$ cat config.mk
export PLATFORM = sky130hd
export DESIGN_NAME = spine_switch_fwd
export DESIGN_NICKNAME = d
export VERILOG_FILES = /design/src/rtl/spine_switch_fwd.sv
export SDC_FILE = /design/constraint.sdc
export NUM_CORES = 1
export LEC_CHECK = 0
export BUFFER_PORTS_ARGS = -buffer_cell sky130_fd_sc_hd__buf_4
export CORE_MARGIN = 2
export CORE_UTILIZATION = 60
export CTS_CLUSTER_SIZE = 28
export DETAILED_ROUTE_END_ITERATION = 12
export GPL_TIMING_DRIVEN = 0
export PLACE_DENSITY_LB_ADDON = 0.1
export SKIP_CTS_REPAIR_TIMING = 1
export SLEW_MARGIN = 20
export SYNTH_ARGS = -nofsm -noshare
export SYNTH_HDL_FRONTEND = slang
export SYNTH_SLANG_ARGS = --single-unit
$ cat constraint.sdc
create_clock -name clk -period 9.4 [get_ports clk]
set_input_delay 0.47 -clock clk [delete_from_list [all_inputs] [get_ports clk]]
set_output_delay 0.47 -clock clk [all_outputs]
set_load 0.02 [all_outputs]
$ cat src/rtl/spine_switch_fwd.sv
// Spine-side forwarding switch.
// Four leaf-facing inputs, each buffered in its own FIFO. The FIFO head's
// destination group selects one of four downstream outputs; every output runs
// its own round-robin arbiter and drives a registered valid/ready stage.
// Heads carrying GroupID 0 are discarded and reported on drop_err.
module spine_switch_fwd #(
    parameter int DATA_W     = 32,
    parameter int FIFO_DEPTH = 4
) (
    input  logic                clk,
    input  logic                rst_n,
    input  logic [3:0]          in_valid,
    output logic [3:0]          in_ready,
    input  logic [23:0]         in_dest,
    input  logic [4*DATA_W-1:0] in_data,
    output logic [3:0]          out_valid,
    input  logic [3:0]          out_ready,
    output logic [23:0]         out_dest,
    output logic [4*DATA_W-1:0] out_data,
    output logic [3:0]          drop_err
);

    localparam int NP = 4;
    localparam int AW = $clog2(FIFO_DEPTH);

    // One extra pointer bit tells full from empty once the index bits meet.
    typedef logic [AW:0] ptr_t;

    // Per-input FIFO storage and pointers
    logic [5:0]        mem_dest [NP][FIFO_DEPTH];
    logic [DATA_W-1:0] mem_data [NP][FIFO_DEPTH];
    ptr_t              wr_ptr   [NP];
    ptr_t              rd_ptr   [NP];

    logic [NP-1:0]     fifo_full;
    logic [NP-1:0]     fifo_empty;
    logic [NP-1:0]     push;
    logic [NP-1:0]     pop;

    // Head-of-FIFO view and its decode
    logic [5:0]        head_dest [NP];
    logic [DATA_W-1:0] head_data [NP];
    logic [NP-1:0]     head_inv;
    logic [1:0]        head_out  [NP];

    // Arbitration: req[o][p] means input p's head wants output o
    logic [NP-1:0]     req      [NP];
    logic [NP-1:0]     loadable;
    logic [NP-1:0]     gnt_any;
    logic [1:0]        gnt_idx  [NP];
    logic [1:0]        rr_ptr   [NP];

    // FIFO status, head read-out and destination decode
    // NOTE: combinational blocks use blocking '=' and assign every output on every path, so no latches are inferred.
    always_comb begin
        for (int p = 0; p < NP; p++) begin
            fifo_empty[p] = (wr_ptr[p] == rd_ptr[p]);
            fifo_full[p]  = (wr_ptr[p][AW] != rd_ptr[p][AW]) &&
                            (wr_ptr[p][AW-1:0] == rd_ptr[p][AW-1:0]);
            push[p]       = in_valid[p] && !fifo_full[p];
            head_dest[p]  = mem_dest[p][rd_ptr[p][AW-1:0]];
            head_data[p]  = mem_data[p][rd_ptr[p][AW-1:0]];
            head_inv[p]   = !fifo_empty[p] && (head_dest[p][5:2] == 4'd0);
            // Groups 1,5,9,13 -> 0; 2,6,10,14 -> 1; and so on.
            head_out[p]   = 2'(head_dest[p][5:2] - 4'd1);
        end
    end

    // A slot freed by a pop becomes visible only after the edge, so a full
    // FIFO never accepts in the same cycle it pops.
    assign in_ready = ~fifo_full;

    // Per-output request collection and round-robin grant
    always_comb begin
        for (int o = 0; o < NP; o++) begin
            loadable[o] = !out_valid[o] || out_ready[o];
            req[o]      = '0;
            for (int p = 0; p < NP; p++) begin
                req[o][p] = !fifo_empty[p] && !head_inv[p] &&
                            (head_out[p] == 2'(o));
            end
            gnt_any[o] = 1'b0;
            gnt_idx[o] = rr_ptr[o];
            if (loadable[o]) begin
                // Search ptr+1 .. ptr+4; the last step wraps back to ptr itself.
                for (int k = 1; k <= NP; k++) begin
                    if (!gnt_any[o] && req[o][rr_ptr[o] + 2'(k)]) begin
                        gnt_any[o] = 1'b1;
                        gnt_idx[o] = rr_ptr[o] + 2'(k);
                    end
                end
            end
        end
    end

    // Pop on a grant or unconditionally for an invalid head. A head maps to
    // a single output, so at most one grant can name any given input.
    always_comb begin
        pop = head_inv;
        for (int o = 0; o < NP; o++) begin
            if (gnt_any[o]) begin
                pop[gnt_idx[o]] = 1'b1;
            end
        end
    end

    // FIFO pointer update
    // NOTE: sequential state is updated with non-blocking '<=' so every register samples pre-edge values.
    always_ff @(posedge clk or negedge rst_n) begin
        if (!rst_n) begin
            for (int p = 0; p < NP; p++) begin
                wr_ptr[p] <= '0;
                rd_ptr[p] <= '0;
            end
        end else begin
            for (int p = 0; p < NP; p++) begin
                if (push[p]) wr_ptr[p] <= wr_ptr[p] + 1'b1;
                if (pop[p])  rd_ptr[p] <= rd_ptr[p] + 1'b1;
            end
        end
    end

    // FIFO storage write
    // NOTE: storage arrays have no reset; the pointer reset alone empties the FIFOs and stale contents are never read.
    always_ff @(posedge clk) begin
        for (int p = 0; p < NP; p++) begin
            if (push[p]) begin
                mem_dest[p][wr_ptr[p][AW-1:0]] <= in_dest[6*p +: 6];
                mem_data[p][wr_ptr[p][AW-1:0]] <= in_data[DATA_W*p +: DATA_W];
            end
        end
    end

    // Output registers, round-robin pointers and drop reporting
    always_ff @(posedge clk or negedge rst_n) begin
        if (!rst_n) begin
            out_valid <= '0;
            out_dest  <= '0;
            out_data  <= '0;
            drop_err  <= '0;
            for (int o = 0; o < NP; o++) begin
                rr_ptr[o] <= 2'd3;
            end
        end else begin
            drop_err <= head_inv;
            for (int o = 0; o < NP; o++) begin
                if (gnt_any[o]) begin
                    out_valid[o]                  <= 1'b1;
                    out_dest[6*o +: 6]            <= head_dest[gnt_idx[o]];
                    out_data[DATA_W*o +: DATA_W]  <= head_data[gnt_idx[o]];
                    rr_ptr[o]                     <= gnt_idx[o];
                end else if (out_ready[o]) begin
                    out_valid[o] <= 1'b0;
                end
            end
        end
    end

endmodule

==> reports/metrics.csv <==
stage,metric,value,unit
synthesis,"count leader, synth",edfxtp_1,
clock_network,clock root buffer,clkbuf_16,
worst_setup_path,slowest CP cell,o311ai_1,
floorplanning,Die Area,60430,sq um
timing,unrepaired setup endpoints after global routing,false,
synthesis,"EDFF count, synth",608,
final_layout,final net count,2769,
worst_setup_path,startpoint types,flop,
placed_design,Detailed Place HPWL,73320,um
timing,Worst Skew,21.75,ps
flow_run,Max Cap Viol,0,
timing,final hold vios,0,
clock_network,clk slew on worst S/H paths,60,ps
worst_setup_path,CP bufs+invs,1,
clock_network,Clock Sinks,800,
global_route,total gr overflow,0,
clock_network,TritonCTS clock tree,yes,
synthesis,fraction of registers with async set/reset,24.00,%
global_route,GRT Total Usage,33.95,%
final_layout,Area Growth Syn to Fin,18.76,%
route,antenna-violating nets left,0,
timing,Final period util,44.81,%
synthesis,ys flop type,edfxtp_1,
worst_setup_path,crit-path cells,buf_2 -> mux4_2 -> a31oi_1 -> a211oi_1 -> a311oi_1 -> a31oi_1 -> o311ai_1 -> nand3_1 -> mux2_1,
timing,fin crit period,4212,ps
worst_setup_path,Crit path required time,9900,ps
worst_setup_path,CP Max Fanout,5,
final_layout,share of cells above drive strength 1,32.08,%
worst_setup_path,critical path class,reg2reg,
route,post-DR vias/cell,6.343,
floorplanning,Die H,245.8,um
route,per-cell routed wire length,29.64,um
timing,Hold WS,27.15,ps
floorplanning,Top-Level Pins,326,
floorplanning,Starting Density,60.70,%
synthesis,Ys Warns,0,
clock_network,H-tree lvl count,3,
min_path,hold_sp,in_data[46],
worst_setup_path,CP Depth,9,
synthesis,Synth top cells by count,"edfxtp_1 (608), nand2_1 (263), mux2i_1 (216)",
global_route,vias in the first global route,21830,
worst_setup_path,Critical Path AT,4710,ps
route,DR vias,21718,
route,# DRC,0,
route,total iterations of the first detailed-routing run,6,
route,detailed router's first-iteration violation count,2031,
final_layout,final core occ,72.08,%
route,final WL,101500,um
min_path,Hold WC Path Type,in2reg,
synthesis,Yosys reg bits,800,
timing,setup TNS,0,ps
synthesis,Syn Area/Cell,16.27,sq um
synthesis,Synth area leaders,"edfxtp_1 (52%), dfrtp_1 (13%), mux4_2 (9.8%), mux2i_1 (6.2%), nand2_1 (2.8%)",
floorplanning,Rows,88,
worst_setup_path,r2r startpoint,rd_ptr[9]$_DFFE_PN0P_,
worst_setup_path,Worst Reg2Reg Path Length in Cells,9,
global_route,largest net degree at the start of global routing,94,
worst_setup_path,largest stage delay on the critical path,910,ps
outcome,outcome,"complete, no violations",
placed_design,GPL Wtd Cong,0.9895,
global_route,initial antenna violation count,5,
placed_design,I/O Buffers,325,
timing,Pins Over Slew Limit,0,
global_route,first-pass GRT wire length,146400,um
synthesis,Post-Syn Nets,2339,
clock_network,clk_lat worst skew,640,ps
synthesis,number of library cell types mapped by synthesis,74,
worst_setup_path,Worst path most repeated cell,a31oi_1,
worst_setup_path,"delay-heaviest family, CP",compound AO/OA/AOI/OAI gates,
floorplanning,CORE AREA,57810,sq um
synthesis,Netlist Area Pre-Place,35090,sq um
timing,final setup fails,0,
synthesis,Synth Instances,2157,
min_path,hold path depth,1,
worst_setup_path,crit end category,flop,
clock_network,Clock Path Buffers,3,
timing,fmax,0.2374,GHz
synthesis,Yosys top cell area share,52.04,%
worst_setup_path,Critical Path Start,rd_ptr[9]$_DFFE_PN0P_,
timing,worst slew pin tran,1049,ps
synthesis,post-synthesis sequential area ratio,65.76,%
floorplanning,Chip Width,245.8,um
synthesis,post-synth top area cell,edfxtp_1,
clock_network,Num CTS Buffers,82,
timing,slew margin rel.,29.45,%
==> sequential cells by signal, summed over array words and instances, names as in the netlist <==
signal     count
drop_err       4
mem_data     512
out_valid      4
out_data     128
mem_dest      96
rr_ptr         8
out_dest      24
wr_ptr        12
rd_ptr        12
==> cells in the final DEF (no fill, tap or decap), types with 13 or more instances in the layout <==
cell type | Yosys | final
buf_2 | 42 | 42
clkbuf_1 | 65 | 94
o21ai_1 | 65 | 65
edfxtp_1 | 608 | 608
mux2_4 | 29 | 29
clkbuf_16 | 0 | 82
mux4_2 | 152 | 152
nor2_1 | 15 | 15
dfrtp_1 | 184 | 184
buf_6 | 14 | 15
a311oi_1 | 38 | 38
buf_4 | 6 | 331
xnor2_1 | 20 | 20
mux2_2 | 80 | 80
and2_1 | 13 | 13
nand2_1 | 263 | 263
a21o_1 | 39 | 39
ha_1 | 20 | 20
mux2i_1 | 216 | 216
buf_12 | 0 | 16
o21ai_0 | 46 | 46
inv_1 | 19 | 19
and3_2 | 0 | 16
and3_1 | 52 | 36
xor2_1 | 20 | 20
==> path summary, 6_finish.rpt <==
kind,endpoint,slack (ps)
min in group asynchronous,wr_ptr[2]$_DFFE_PN0P_,270
setup reg to reg,rd_ptr[10]$_DFFE_PN0P_,5190
max in group asynchronous,out_data[8]$_DFFE_PN0N_,7970
hold / removal,mem_data[1][46]$_DFFE_PP_,30
setup / recovery,rd_ptr[10]$_DFFE_PN0P_,5190
hold reg to reg,out_dest[14]$_DFFE_PN0P_,470
==> stage by stage <==
step / cell area (sq um) / setup slack (ps) / cells
final: 41670 / 5188 / 3424
after global routing: 41660 / 4924 / 3422
after global placement: 38480 / 4593 / 3247
after detailed placement: 38930 / 5286 / 3266
after CTS: 41640 / 5217 / 3419
after floorplan: 35090 / 6368 / 2157
==> cells by family after synthesis <==
group                    after synthesis  synth area share [%]
AND/OR/NAND/NOR                      397                 5.107
buffers and inverters                152                 2.147
AO/OA/AOI/OAI                        268                 5.453
adder cells (fa/ha/maj)               20                0.7132
flip-flops                           800                 65.76
XOR/XNOR                              40                0.9985
multiplexers                         480                 19.82
==> area by class of cell <==
| cell class | instances | area (sq um) |
|---|---|---|
| antenna | 3 | 7.507 |
| multi-input combinational | 1205 | 11320 |
| fill | 3702 | 16140 |
| clock buffer | 116 | 2230 |
| timing repair buffer | 346 | 2851 |
| inverter | 24 | 92.59 |
| tap | 765 | 957.2 |
| sequential | 800 | 23070 |
| buffer | 128 | 660.6 |
| clock inverter | 37 | 481.7 |
==> routing by layer <==
metal  wire (um)  part of all wire [%]  global-route usage [%]
met1       39710                    39                   45.99
met2       49970                    49                   55.48
met3        7458                   7.3                   5.675
met5          33                 0.033                       0
met4        4307                   4.2                   13.65
Power is left out: the tool's default activity adds up to more than one toggle a clock period on the data nets, which glitch-free logic cannot reach.
